$ cat config.mk
export PLATFORM = sky130hd
export DESIGN_NAME = operand_fetch_flat
export DESIGN_NICKNAME = d
export VERILOG_FILES = /design/src/rtl/operand_fetch_if.sv /design/src/rtl/operand_fetch.sv /design/src/flat_wrapper.sv
export SDC_FILE = /design/constraint.sdc
export NUM_CORES = 1
export LEC_CHECK = 0
export CAP_MARGIN = 20
export CORE_MARGIN = 2
export CORE_UTILIZATION = 35
export CTS_BUF_LIST = sky130_fd_sc_hd__clkbuf_4 sky130_fd_sc_hd__clkbuf_8 sky130_fd_sc_hd__clkbuf_16
export DETAILED_ROUTE_END_ITERATION = 8
export GPL_TIMING_DRIVEN = 0
export MAX_ROUTING_LAYER = met4
export PLACE_DENSITY = 0.68
export SYNTH_ARGS = -nofsm -noshare
export SYNTH_HDL_FRONTEND = slang
export SYNTH_SLANG_ARGS = --single-unit
$ cat constraint.sdc
create_clock -name clk -period 6.75 [get_ports clk]
set_input_delay 1.35 -clock clk [delete_from_list [all_inputs] [get_ports clk]]
set_output_delay 1.35 -clock clk [all_outputs]
set_load 0.01 [all_outputs]
$ cat src/rtl/operand_fetch_if.sv
// Instruction-in / operand-out handshake bundle for the operand fetch stage.
// The master drives instructions and consumes operands. The slave is the stage itself.
interface operand_fetch_if #(
    parameter int REG_SIZE  = 5,
    parameter int CODE_SIZE = 6,
    parameter int DATA_SIZE = 32,
    parameter int IMM_SIZE  = 16
);
    logic                 in_valid;
    logic                 in_ready;
    logic [CODE_SIZE-1:0] in_code;
    logic [REG_SIZE-1:0]  in_ri;
    logic [REG_SIZE-1:0]  in_rj;
    logic [REG_SIZE-1:0]  in_rk;
    logic [IMM_SIZE-1:0]  in_imm;

    logic                 out_valid;
    logic                 out_ready;
    logic [CODE_SIZE-1:0] out_code;
    logic [REG_SIZE-1:0]  out_ri;
    logic [IMM_SIZE-1:0]  out_imm;
    logic [DATA_SIZE-1:0] out_j;
    logic [DATA_SIZE-1:0] out_k;

    modport master (
        output in_valid, in_code, in_ri, in_rj, in_rk, in_imm, out_ready,
        input  in_ready, out_valid, out_code, out_ri, out_imm, out_j, out_k
    );

    modport slave (
        input  in_valid, in_code, in_ri, in_rj, in_rk, in_imm, out_ready,
        output in_ready, out_valid, out_code, out_ri, out_imm, out_j, out_k
    );
endinterface

$ cat src/rtl/operand_fetch.sv
// Operand fetch stage: RF read addressing, one-entry ID/EX register, and a
// pending-write scoreboard that blocks RAW/WAW hazards until RF writeback.
module operand_fetch #(
    parameter int REG_SIZE  = 5,
    parameter int CODE_SIZE = 6,
    parameter int DATA_SIZE = 32,
    parameter int IMM_SIZE  = 16
) (
    input  logic                 clk,
    input  logic                 rst,
    operand_fetch_if.slave       bus,
    output logic [REG_SIZE-1:0]  rf_rj,
    output logic [REG_SIZE-1:0]  rf_rk,
    input  logic [DATA_SIZE-1:0] rf_j_data,
    input  logic [DATA_SIZE-1:0] rf_k_data,
    input  logic [CODE_SIZE-1:0] wb_code,
    input  logic [REG_SIZE-1:0]  wb_ri,
    input  logic                 flush,
    output logic [15:0]          stall_cnt
);
    localparam int NREG = 1 << REG_SIZE;
    localparam logic [NREG-1:0] ONE = NREG'(1);

    logic [NREG-1:0] pending;
    logic [NREG-1:0] pending_eff;
    logic [NREG-1:0] clr_mask;
    logic [NREG-1:0] set_mask;
    logic            wb_commit;
    logic            out_writer;
    logic            busy_j;
    logic            busy_k;
    logic            busy_i;
    logic            hazard;
    logic            accept;
    logic            depart;

    function automatic logic is_writer(input logic [CODE_SIZE-1:0] code);
        return (code == CODE_SIZE'(1)) || (code == CODE_SIZE'(2));
    endfunction

    assign rf_rj = bus.in_rj;
    assign rf_rk = bus.in_rk;

    // The RF commits at mid-cycle, so a writeback that is retiring clears its hazard in the same cycle.
    always_comb begin
        wb_commit   = is_writer(wb_code);
        clr_mask    = wb_commit ? (ONE << wb_ri) : '0;
        pending_eff = pending & ~clr_mask;
        out_writer  = bus.out_valid & is_writer(bus.out_code);
        busy_j      = pending_eff[bus.in_rj] | (out_writer & (bus.out_ri == bus.in_rj));
        busy_k      = pending_eff[bus.in_rk] | (out_writer & (bus.out_ri == bus.in_rk));
        busy_i      = pending_eff[bus.in_ri] | (out_writer & (bus.out_ri == bus.in_ri));
        hazard      = bus.in_valid & (bus.in_code != '0)
                      & (busy_j | busy_k | (is_writer(bus.in_code) & busy_i));
        bus.in_ready = ~hazard & (~bus.out_valid | bus.out_ready | flush);
        accept      = bus.in_valid & bus.in_ready;
        depart      = bus.out_valid & bus.out_ready & ~flush;
        set_mask    = (depart & out_writer) ? (ONE << bus.out_ri) : '0;
    end

    // A register that departs and commits in the same cycle stays pending, so the set takes priority.
    always_ff @(posedge clk or posedge rst) begin
        if (rst) begin
            pending <= '0;
        end else begin
            pending <= (pending & ~clr_mask) | set_mask;
        end
    end

    always_ff @(posedge clk or posedge rst) begin
        if (rst) begin
            stall_cnt <= '0;
        end else if (hazard && (stall_cnt != 16'hFFFF)) begin
            stall_cnt <= stall_cnt + 16'd1;
        end
    end

    always_ff @(posedge clk or posedge rst) begin
        if (rst) begin
            bus.out_valid <= 1'b0;
            bus.out_code  <= '0;
            bus.out_ri    <= '0;
            bus.out_imm   <= '0;
            bus.out_j     <= '0;
            bus.out_k     <= '0;
        end else if (accept) begin
            bus.out_valid <= 1'b1;
            bus.out_code  <= bus.in_code;
            bus.out_ri    <= bus.in_ri;
            bus.out_imm   <= bus.in_imm;
            bus.out_j     <= rf_j_data;
            bus.out_k     <= rf_k_data;
        end else if (bus.out_ready || flush) begin
            bus.out_valid <= 1'b0;
        end
    end
endmodule

$ cat src/flat_wrapper.sv
// flat-port wrapper written by rule: the top's interface ports become plain ports
module operand_fetch_flat 
#(
    parameter int REG_SIZE  = 5,
    parameter int CODE_SIZE = 6,
    parameter int DATA_SIZE = 32,
    parameter int IMM_SIZE  = 16
)
  (clk, rst, rf_rj, rf_rk, rf_j_data, rf_k_data, wb_code, wb_ri, flush, stall_cnt, bus_in_valid, bus_in_code, bus_in_ri, bus_in_rj, bus_in_rk, bus_in_imm, bus_out_ready, bus_in_ready, bus_out_valid, bus_out_code, bus_out_ri, bus_out_imm, bus_out_j, bus_out_k);
  operand_fetch_if #(.REG_SIZE(REG_SIZE), .CODE_SIZE(CODE_SIZE), .DATA_SIZE(DATA_SIZE), .IMM_SIZE(IMM_SIZE)) bus_i ();
  input  logic clk;
  input  logic rst;
  output logic [REG_SIZE-1:0] rf_rj;
  output logic [REG_SIZE-1:0] rf_rk;
  input  logic [DATA_SIZE-1:0] rf_j_data;
  input  logic [DATA_SIZE-1:0] rf_k_data;
  input  logic [CODE_SIZE-1:0] wb_code;
  input  logic [REG_SIZE-1:0] wb_ri;
  input  logic flush;
  output logic [15:0] stall_cnt;
  input wire logic [$bits(bus_i.in_valid)-1:0] bus_in_valid;
  input wire logic [$bits(bus_i.in_code)-1:0] bus_in_code;
  input wire logic [$bits(bus_i.in_ri)-1:0] bus_in_ri;
  input wire logic [$bits(bus_i.in_rj)-1:0] bus_in_rj;
  input wire logic [$bits(bus_i.in_rk)-1:0] bus_in_rk;
  input wire logic [$bits(bus_i.in_imm)-1:0] bus_in_imm;
  input wire logic [$bits(bus_i.out_ready)-1:0] bus_out_ready;
  output wire logic [$bits(bus_i.in_ready)-1:0] bus_in_ready;
  output wire logic [$bits(bus_i.out_valid)-1:0] bus_out_valid;
  output wire logic [$bits(bus_i.out_code)-1:0] bus_out_code;
  output wire logic [$bits(bus_i.out_ri)-1:0] bus_out_ri;
  output wire logic [$bits(bus_i.out_imm)-1:0] bus_out_imm;
  output wire logic [$bits(bus_i.out_j)-1:0] bus_out_j;
  output wire logic [$bits(bus_i.out_k)-1:0] bus_out_k;
  assign bus_i.in_valid = bus_in_valid;
  assign bus_i.in_code = bus_in_code;
  assign bus_i.in_ri = bus_in_ri;
  assign bus_i.in_rj = bus_in_rj;
  assign bus_i.in_rk = bus_in_rk;
  assign bus_i.in_imm = bus_in_imm;
  assign bus_i.out_ready = bus_out_ready;
  assign bus_in_ready = bus_i.in_ready;
  assign bus_out_valid = bus_i.out_valid;
  assign bus_out_code = bus_i.out_code;
  assign bus_out_ri = bus_i.out_ri;
  assign bus_out_imm = bus_i.out_imm;
  assign bus_out_j = bus_i.out_j;
  assign bus_out_k = bus_i.out_k;
  operand_fetch #(.REG_SIZE(REG_SIZE), .CODE_SIZE(CODE_SIZE), .DATA_SIZE(DATA_SIZE), .IMM_SIZE(IMM_SIZE)) u_core (.clk(clk), .rst(rst), .bus(bus_i), .rf_rj(rf_rj), .rf_rk(rf_rk), .rf_j_data(rf_j_data), .rf_k_data(rf_k_data), .wb_code(wb_code), .wb_ri(wb_ri), .flush(flush), .stall_cnt(stall_cnt));
endmodule
==> results of run 1 <==
cell usage after synthesis, types with 11 or more instances:
master / n
dfrtp_1: 140
mux2_1: 88
o21ai_0: 40
nand2_1: 33
o41ai_1: 26
clkbuf_1: 23
nor3_1: 21
xor2_1: 19
nand3_1: 16
nor2_1: 15
xnor2_1: 14
o22ai_1: 13
buf_4: 12
inv_1: 11
worst register-to-register path, stage by stage (launching register included):
cell      delay [ns]
dfrtp_1         0.35
clkbuf_1        0.50
xnor2_1         0.16
nand3_1         0.11
nor3_1          0.05
o21ai_0         0.23
nand4_1         0.12
o22a_1          0.28
nor4_4          0.30
buf_4           0.23
o21a_1          0.15
buf_6           0.21
buf_6           0.20
mux2_1          0.33
area by class of cell:
class / count / area share
Clock buffer: 18 / 0.03930
Multi-Input combinational cell: 414 / 0.3422
Tap cell: 270 / 0.03067
Timing Repair Buffer: 238 / 0.2165
Buffer: 51 / 0.03351
Sequential cell: 140 / 0.3181
Inverter: 11 / 0.004203
Clock inverter: 14 / 0.01556
stage by stage:
stage | instance area (µm²) | setup WS, ns | hold WS (ns) | utilization
3_5_place_dp | 9834 | -1.051 | 0.4737 | 0.4876
4_1_cts | 10920 | 0.03936 | 0.4880 | 0.5415
2_1_floorplan | 7172 | 0.9242 | 0.4879 | -
6_report | 11010 | 0.3631 | 0.4831 | 0.5461
3_3_place_gp | 9802 | -1.131 | 0.4659 | 0.4860
5_1_grt | 11010 | 0.2330 | 0.4953 | 0.5461
report_power, final:
part | leakage [nW] | total, W | internal [W] | switching (W)
Combinational | 2.23 | 0.000831 | 0.000453 | 0.000378
Clock | 0.290 | 0.000973 | 0.000564 | 0.000408
Sequential | 1.74 | 0.00107 | 0.000980 | 0.0000888
Total | 4.26 | 0.00287 | 0.00200 | 0.000875
per-layer routing:
layer,track usage,share of wire,up-vias
li1,-,-,2820
met1,0.2684,0.39,3049
met2,0.3584,0.49,293
met3,0.07112,0.087,49
met4,0.08029,0.029,0
met5,-,0,-
worst min path at each step:
stage | end | slack [ns] | depth (start not counted)
global placement | u_core.bus.out_j[13]$_DFFE_PP0P_ | 0.47 | 1
global route | u_core.bus.out_imm[11]$_DFFE_PP0P_ | 0.50 | 1
floorplan | u_core.pending[1]$_DFF_PP0_ | 0.49 | 2
detailed placement | u_core.bus.out_j[24]$_DFFE_PP0P_ | 0.47 | 1
finish | u_core.bus.out_j[31]$_DFFE_PP0P_ | 0.48 | 1
CTS | u_core.bus.out_j[31]$_DFFE_PP0P_ | 0.49 | 1
registers in the layout, summed over array words and instances, names as in the netlist:
register	cells
u_core.stall_cnt	16
u_core.pending	32
u_core.bus.out_imm	16
u_core.bus.out_ri	5
u_core.bus.out_valid	1
u_core.bus.out_code	6
u_core.bus.out_j	32
u_core.bus.out_k	32
timing repair:
action,in CTS,in global routing
pin swaps,8,8
endpoints found under the setup margin,1,1
setup buffers,4,4
gates resized for setup,58,11
logic make-up after synthesis:
logic type      synth area share
buf+inv                  0.05513
compound gates            0.1274
flops                     0.4885
mux                       0.1697
fa+ha+maj               0.001744
simple gates              0.1172
xor+xnor                 0.04030
==> results.sh, run 1 <==
export IMPL_status="finished, final reports clean"
export IMPL_critPathMostFrequentCell="buf_4"
export IMPL_grt_pass1_wl_um=36340
export IMPL_start_util=0.3556
export IMPL_slew_headroom=0.2672
export IMPL_die_area_um2=21650
export IMPL_rr_endpoint="u_core.bus.out_ri[2]$_DFFE_PP0P_"
export IMPL_clk_latency_ns=0.42
export IMPL_setup_worst_path_start="wb_code[3]"
export IMPL_dieHeight_um=147.1
export IMPL_numCtsBuffers=17
export IMPL_root_buffer="clkbuf_16"
export IMPL_cp_num_buf_inv=7
export IMPL_synthToLayoutAreaGrowth_pct=53.58
export IMPL_synth_cell_types=61
export IMPL_grt_setup_unrepaired="false"
export IMPL_yosysWarnings=0
export IMPL_antenna_left=0
export IMPL_multi_input_area_um2=3769
export IMPL_grt_antenna_before_repair=0
export IMPL_worst_setup_path_type="input pin to primary output"
export IMPL_synth_area_leaders="dfrtp_1 49%, mux2_1 14%, o41ai_1 3.2%"
export IMPL_finalSetupViolCount=0
export IMPL_num_antenna_cells=0
export IMPL_drt_total_wl_um=23640
export IMPL_grt_pass1_vias=6406
export IMPL_avgViaCountPerCell=5.373
export IMPL_fin_crit_ns=6.387
export IMPL_peakVddDrop_mv=0.1961
export IMPL_clkSinkCount=140
export IMPL_grt_max_degree=80
export IMPL_nFillCells=1790
export IMPL_cpPeakStageDelay_ns=0.53
export IMPL_critPathTopFamily="buffers and inverters"
export IMPL_place_gp_congestion=0.8939
export IMPL_core_area_um2=20170
export IMPL_min_from="u_core.bus.out_j[31]$_DFFE_PP0P_"
export IMPL_clkTransAtPathRegs_ns=0.06
export IMPL_track_usage=0.2245
export IMPL_seqCellArea_um2=3503
export IMPL_hold_class="flip-flop to flip-flop"
export IMPL_cts_hold_buf=0
export IMPL_drive_gt1_frac=0.1433
export IMPL_ys_ff_latch=140
export IMPL_rrSetupSlack_ns=3.41
export IMPL_arrival_ns=5.04
export IMPL_skew_ns=0.01196
export IMPL_first_iter_violations=409
export IMPL_critical_path_slowest_cell="or4_1"
export IMPL_wl_per_cell_um=20.45
export IMPL_max_clock_freq_mhz=156.6
export IMPL_yosysTopAreaCellShare=0.4885
export IMPL_synth_seq_area_share=0.4885
export IMPL_slew_violations=0
export IMPL_drtPass1Iterations=5
export IMPL_crit_reg2reg_launch="u_core.bus.out_ri[4]$_DFFE_PP0P_"
export IMPL_crit_required_ns=5.40
export IMPL_finalPower_w=0.002873
export IMPL_r2r_cells=13
export IMPL_crit_end="bus_in_ready"
export IMPL_htreeDepth=4
export IMPL_tritoncts="built"
export IMPL_total_leakage_power_nw=4.261
export IMPL_pin_count=236
export IMPL_final_cell_mix="227 x clkdlybuf4s50_1, 140 x dfrtp_1, 88 x mux2_1, 40 x o21ai_0, 33 x nand2_1"
export IMPL_worst_path_stages=16
export IMPL_hold_viol_final=0
export IMPL_nets=991
export IMPL_synth_ff_type="dfrtp_1"
export IMPL_dpl_hpwl_um=16870
export IMPL_end_kind="primary output"
export IMPL_worst_slew_pin_slew_ns=1.084
export IMPL_synth_edf_count=0
export IMPL_max_cap_violations=0
export IMPL_numPortBuffers=229
export IMPL_grt_overflow=0
export IMPL_crit_path_start_kind="input pin"
export IMPL_power_density_nw_per_um2=260.8
export IMPL_tns_ns=0
export IMPL_synth_nets=735
export IMPL_mostFrequentLayoutCell="clkdlybuf4s50_1"
export IMPL_clockBufferDepth=2
export IMPL_min_period_over_period=0.9462
export IMPL_syn_area_per_cell_um2=11.62
export IMPL_placed_cells=1117
export IMPL_die_x_um=147.1
export IMPL_syn_inst=617
export IMPL_syn_area_um2=7172
export IMPL_rows=52
export IMPL_vias=6211
export IMPL_synthArstFlopShare=1.000
export IMPL_crit_chain="clkdlybuf4s50_1, or4_1, buf_4, buf_6, buf_4, o41ai_4, buf_4, o22ai_1, o21ai_1, nand4_1, o22a_1, nor4_4, clkbuf_8, nor2_1, a21oi_2, dlymetal6s2s_1"
export IMPL_drc=0
export IMPL_fin_cells=1156
export IMPL_yosysTopAreaCell="dfrtp_1"
export IMPL_crit_fanout=10
Note: power is estimated with default switching activity, not from simulation.
==> run 2, diff against run 1 <==
Settings changed: CTS_CLUSTER_DIAMETER from default to 30.
==> results of run 2 <==
No change in the layout: final DEF, timing and power equal those of run 1.
==> run 3, diff against run 2 <==
Settings changed: CORE_ASPECT_RATIO from default to 0.8, SLEW_MARGIN from default to 10.
==> results.sh, run 3 (same netlist as run 1, synthesis figures left out) <==
export IMPL_drtPass1Iterations=7
export IMPL_grt_setup_unrepaired="false"
export IMPL_antenna_left=0
export IMPL_core_area_um2=19970
export IMPL_power_frac_comb=0.295
export IMPL_dpl_hpwl_um=17560
export IMPL_numPortBuffers=229
export IMPL_worst_slew_pin_slew_ns=0.9728
export IMPL_die_x_um=164.0
export IMPL_grt_pass1_vias=6542
export IMPL_rr_endpoint="u_core.bus.out_imm[2]$_DFFE_PP0P_"
export IMPL_drive_gt1_frac=0.1387
export IMPL_dieHeight_um=132.0
export IMPL_slew_headroom=0.3515
export IMPL_status="finished, final reports clean"
export IMPL_grt_overflow=0
export IMPL_power_density_nw_per_um2=259.3
export IMPL_crit_required_ns=5.40
export IMPL_wl_met2_um=11020
export IMPL_tritoncts="built"
export IMPL_finalSetupViolCount=0
export IMPL_top_layer="met4"
export IMPL_track_usage=0.2310
export IMPL_worst_setup_path_type="input pin to primary output"
export IMPL_max_cap_violations=0
export IMPL_place_gp_congestion=0.9374
export IMPL_skew_ns=0.01451
export IMPL_grt_antenna_before_repair=1
export IMPL_p_sw_w=0.0009155
export IMPL_hold_end="u_core.bus.out_k[7]$_DFFE_PP0P_"
export IMPL_crit_fanout=10
export IMPL_clkSinkCount=140
export IMPL_wl_per_cell_um=20.62
export IMPL_tns_ns=0
export IMPL_peakVddDrop_mv=0.2126
export IMPL_total_leakage_power_nw=4.252
export IMPL_grt_max_degree=75
export IMPL_die_area_um2=21660
export IMPL_rrSetupSlack_ns=3.26
export IMPL_rows=46
export IMPL_first_iter_violations=523
export IMPL_crit_path_start_kind="input pin"
export IMPL_seqPwrFrac=0.375
export IMPL_clk_latency_ns=0.43
export IMPL_nets=992
export IMPL_mostFrequentLayoutCell="clkdlybuf4s50_1"
export IMPL_cts_hold_buf=0
export IMPL_nFillCells=1690
export IMPL_met1Wirelength_um=9442
export IMPL_slew_violations=0
export IMPL_pin_count=236
export IMPL_drc=0
export IMPL_avgViaCountPerCell=5.434
export IMPL_hold_class="flip-flop to flip-flop"
export IMPL_top_regs="u_core.bus.out_j x32, u_core.bus.out_k x32, u_core.pending x32"
export IMPL_min_period_over_period=0.9496
export IMPL_root_buffer="clkbuf_16"
export IMPL_min_from="u_core.bus.out_k[7]$_DFFE_PP0P_"
export IMPL_vias=6260
export IMPL_numCtsBuffers=17
export IMPL_switching_share=0.3213
export IMPL_start_util=0.3591
export IMPL_fin_crit_ns=6.410
export IMPL_end_kind="primary output"
export IMPL_r2r_cells=14
export IMPL_arrival_ns=5.06
export IMPL_clockBufferDepth=2
export IMPL_drt_total_wl_um=23750
export IMPL_setup_worst_path_start="wb_code[3]"
export IMPL_htreeDepth=4
export IMPL_worstHoldPathCells=1
export IMPL_grt_pass1_wl_um=37050
export IMPL_pwr_share_clk=0.330
export IMPL_worst_hold_slack_ns=0.4828
export IMPL_p_int_w=0.001934
export IMPL_max_clock_freq_mhz=156.0
export IMPL_final_cell_mix="228 x clkdlybuf4s50_1, 140 x dfrtp_1, 88 x mux2_1, 40 x o21ai_0, 33 x nand2_1"
export IMPL_hold_viol_final=0
export IMPL_crit_reg2reg_launch="u_core.bus.out_ri[4]$_DFFE_PP0P_"
export IMPL_dr_wl_met3_um=2802
export IMPL_synthToLayoutAreaGrowth_pct=53.21
export IMPL_clkTransAtPathRegs_ns=0.06
run 3: worst max path at each step:
stage,end,slack [ns],depth (start not counted)
finish,bus_in_ready,0.34,15
global route,bus_in_ready,0.21,15
CTS,bus_in_ready,0.02,14
detailed placement,bus_in_ready,-1.01,13
global placement,bus_in_ready,-1.02,13
floorplan,bus_in_ready,0.92,12
run 3: timing repair:
item                       CTS  global route
resized for setup           51            11
setup buffers                3             6
setup endpoints to repair    1             1
pin swaps                    4             5
run 3: per-layer routing:
layer | GRT usage | vias up
met2 | 0.3462 | 321
met5 | - | -
met4 | 0.05653 | 0
li1 | - | 2825
met1 | 0.2855 | 3072
met3 | 0.1032 | 42
run 3: cell type report:
type,instances,area [µm²],share of cell area
Multi-Input combinational cell,414,3749,0.3412
Sequential cell,140,3503,0.3188
Timing Repair Buffer,239,2390,0.2175
Clock buffer,17,425.4,0.03872
Buffer,51,366.6,0.03336
Tap cell,264,330.3,0.03006
Clock inverter,15,172.7,0.01571
Inverter,11,48.80,0.004441
Antenna cell,1,2.502,0.0002277
run 3: critical path: stages:
cell and delay [ns]:
clkdlybuf4s50_1 0.39, or4_1 0.52, buf_4 0.21, buf_6 0.18
buf_4 0.23, o41ai_4 0.42, o22ai_1 0.16, o22a_1 0.20
o2111ai_1 0.19, o311ai_1 0.19, nor4_4 0.38, clkbuf_8 0.20
nor2_1 0.05, a21oi_1 0.19, dlymetal6s2s_1 0.19
run 3: power by group through the flow:
stage          Clock, W  Combinational [W]  Sequential, W
2_1_floorplan         0           0.000278        0.00114
3_3_place_gp          0           0.000803        0.00107
3_5_place_dp          0           0.000808        0.00108
4_1_cts        0.000959           0.000837        0.00107
5_1_grt        0.000994           0.000904        0.00109
6_report       0.000940           0.000842        0.00107
run 3: metrics by stage:
stage                     area (µm²)  power [W]  utilization  std cells  setup slack [ns]
after CTS                      10830   0.002865       0.5422       1146           0.01511
final                          10990   0.002850       0.5502       1152            0.3405
after floorplan                 7172   0.001414            -        617            0.9242
after detailed placement        9829   0.001887       0.4922       1111            -1.012
after global placement          9794   0.001876       0.4904       1110            -1.019
after global routing           10990   0.002987       0.5502       1152            0.2147
==> variant (config.mk and constraints of run 1) <==
`REG_SIZE` is set to 5 in 3 places; all go to 4.
--- a/src/rtl/operand_fetch_if.sv
+++ b/src/rtl/operand_fetch_if.sv
@@ -1,7 +1,7 @@
 // Instruction-in / operand-out handshake bundle for the operand fetch stage.
 // The master drives instructions and consumes operands. The slave is the stage itself.
 interface operand_fetch_if #(
-    parameter int REG_SIZE  = 5,
+    parameter int REG_SIZE  = 4,
     parameter int CODE_SIZE = 6,
     parameter int DATA_SIZE = 32,
     parameter int IMM_SIZE  = 16
--- a/src/rtl/operand_fetch.sv
+++ b/src/rtl/operand_fetch.sv
@@ -1,7 +1,7 @@
 // Operand fetch stage: RF read addressing, one-entry ID/EX register, and a
 // pending-write scoreboard that blocks RAW/WAW hazards until RF writeback.
 module operand_fetch #(
-    parameter int REG_SIZE  = 5,
+    parameter int REG_SIZE  = 4,
     parameter int CODE_SIZE = 6,
     parameter int DATA_SIZE = 32,
     parameter int IMM_SIZE  = 16
--- a/src/flat_wrapper.sv
+++ b/src/flat_wrapper.sv
@@ -1,7 +1,7 @@
 // flat-port wrapper written by rule: the top's interface ports become plain ports
 module operand_fetch_flat 
 #(
-    parameter int REG_SIZE  = 5,
+    parameter int REG_SIZE  = 4,
     parameter int CODE_SIZE = 6,
     parameter int DATA_SIZE = 32,
     parameter int IMM_SIZE  = 16
Ports: changed (7 resized); port bits go from 236 to 229. The function was not compared with the original's and may differ.
==> variant against run 1 <==
Area after synthesis shrank 12%; clock skew is essentially flat; worst setup slack lost 0.13 ns; total power shrank 7.1%; cell area shrank 13%; routed wire length shrank 25%; synthesized cell count shrank 24%; sequential share of layout area grew 0.17 points; largest cell class is now registers; cell count shrank 17%; maximum frequency shrank 2.0%; sequential cell count shrank 17; clock power shrank 6.8%; global-route usage shrank 3.1 points.
==> variant: results (changes against run 1) <==
Status - finished, final reports clean
Critical Path Fanout Max - 18 (+8)
HP Start - u_core.bus.out_imm[0]$_DFFE_PP0P_
Initial antenna violation count - 1 (+1)
Worst r2r src - u_core.bus.out_ri[1]$_DFFE_PP0P_
First-pass GRT wire length - 28,400 µm (-22%)
Synth cell count leaders - dfrtp_1, mux2_4, nor2_1
Wire per inst - 18.5 µm (-9.4%)
Sequential cell area fraction in the yosys report - 48.8% (-0.087 points)
Pre-CTS WS - -0.161 ns (+0.890 ns)
Worst VDD drop - 0.158 mV (-19%)
Synth top area share - 48.8% (-0.087 points)
Initial drt markers - 309 (-24%)
Synth Area in Compound Gates - 8.70% (-4.0 points)
# resized after CTS - 6 (-90%)
Slew margin rel. - 36.3% (+9.6 points)
Critical Path AT - 5.17 ns (+0.13 ns)
DR pass1 iterations - 4 (-1)
Vias in the first global route - 5,259 (-18%)
Mux share of post-synthesis cell area - 21.6% (+4.7 points)
Fill cells - 1,428 (-20%)
Synth area leaders - dfrtp_1, mux2_4, o41ai_2, buf_12, xnor2_1
Number of vias per cell - 4.98 (-7.3%)
Worst hold path endpoint - u_core.bus.out_imm[0]$_DFFE_PP0P_
Count of cell types in the netlist - 56 (-8.2%)
Placed inst area - 8860 µm² (-9.9%)
Biggest regs - u_core.bus.out_j x32, u_core.bus.out_k x32
Syn Nets - 586 (-20%)
# port buffers - 223 (-2.6%)
Synth Area in XOR/XNOR - 4.14% (+0.11 points)
Post-synthesis adder-cell area fraction - 0.198% (+0.024 points)
Largest net degree at the start of global routing - 92 (+15%)
Flop2flop setup slack - 3.72 ns (+0.31 ns)
==> variant: cell types whose count changed in the layout (fill, tap and decap cells not counted), moves of 10 or more <==
cell / change
mux2_4: +80
mux2_1: -83
nor3_1: -11
o22ai_1: -10
nand2_1: -21
dfrtp_1: -17
o21ai_0: -32
==> variant: cell type report <==
| class | instances | area [µm²] | share of cell area (%) |
|---|---|---|---|
| inverters | 14 | 57.6 | 0.598 |
| well taps | 229 | 287 | 2.98 |
| clock buffers | 21 | 474 | 4.93 |
| repair buffers | 226 | 2270 | 23.6 |
| clock inverters | 10 | 116 | 1.21 |
| plain buffers | 37 | 345 | 3.59 |
| diodes | 1 | 2.50 | 0.0260 |
| flip-flops and latches | 123 | 3080 | 32.0 |
| multi-input cells | 297 | 2990 | 31.1 |
==> variant: kinds of logic (layout without fill, tap and decap cells) <==
| logic type | count (synthesis) | after routing |
|---|---|---|
| AOI/OAI and AO/OA | 61 | 61 |
| xor gates and xnor gates | 29 | 29 |
| adders and majority gates | 1 | 1 |
| buffers and inverters | 52 | 308 |
| DFF | 123 | 123 |
| muxes | 92 | 92 |
| other | 0 | 1 |
| and+or+nand+nor | 114 | 114 |
==> variant: worst max-delay path: stages <==
cell and delay, ns:
clkdlybuf4s50_1 0.39, or4_1 0.53, buf_6 0.19, o41ai_2 0.69
nand3_1 0.15, o31ai_1 0.10, a311oi_1 0.11, nor4_1 0.30
and4b_1 0.23, buf_4 0.22, nor2_1 0.09, a21oi_1 0.24
clkdlybuf4s50_1 0.58
==> variant: worst max-delay path by stage <==
| stage | slack (ns) | end | cells after the start |
|---|---|---|---|
| 2_1_floorplan | 1.42 | bus_in_ready | 13 |
| 3_3_place_gp | -0.29 | bus_in_ready | 13 |
| 3_5_place_dp | -0.16 | bus_in_ready | 14 |
| 4_1_cts | 0.002 | bus_in_ready | 15 |
| 5_1_grt | 0.06 | bus_in_ready | 15 |
| 6_report | 0.23 | bus_in_ready | 13 |
==> variant: per-stage QoR <==
| step | power [mW] | hold WS, ns | setup TNS (ns) | instances |
|---|---|---|---|---|
| after floorplan | 1.35 | 0.490 | 0 | 472 |
| after global placement | 1.75 | 0.470 | -0.286 | 924 |
| after detailed placement | 1.76 | 0.478 | -0.161 | 925 |
| after CTS | 2.69 | 0.487 | 0 | 956 |
| after global routing | 2.79 | 0.509 | 0 | 958 |
| final | 2.67 | 0.482 | 0 | 958 |
==> variant: layer usage <==
layer | part of all wire, % | track usage (%)
met5 | 0 | -
met4 | 1.8 | 8.27
met1 | 41 | 22.8
met3 | 7.9 | 6.62
met2 | 49 | 30.4
==> variant: report_power, final <==
| part | internal (mW) | switching [mW] |
|---|---|---|
| Clock | 0.575 | 0.332 |
| Combinational | 0.491 | 0.311 |
| Sequential | 0.867 | 0.0938 |
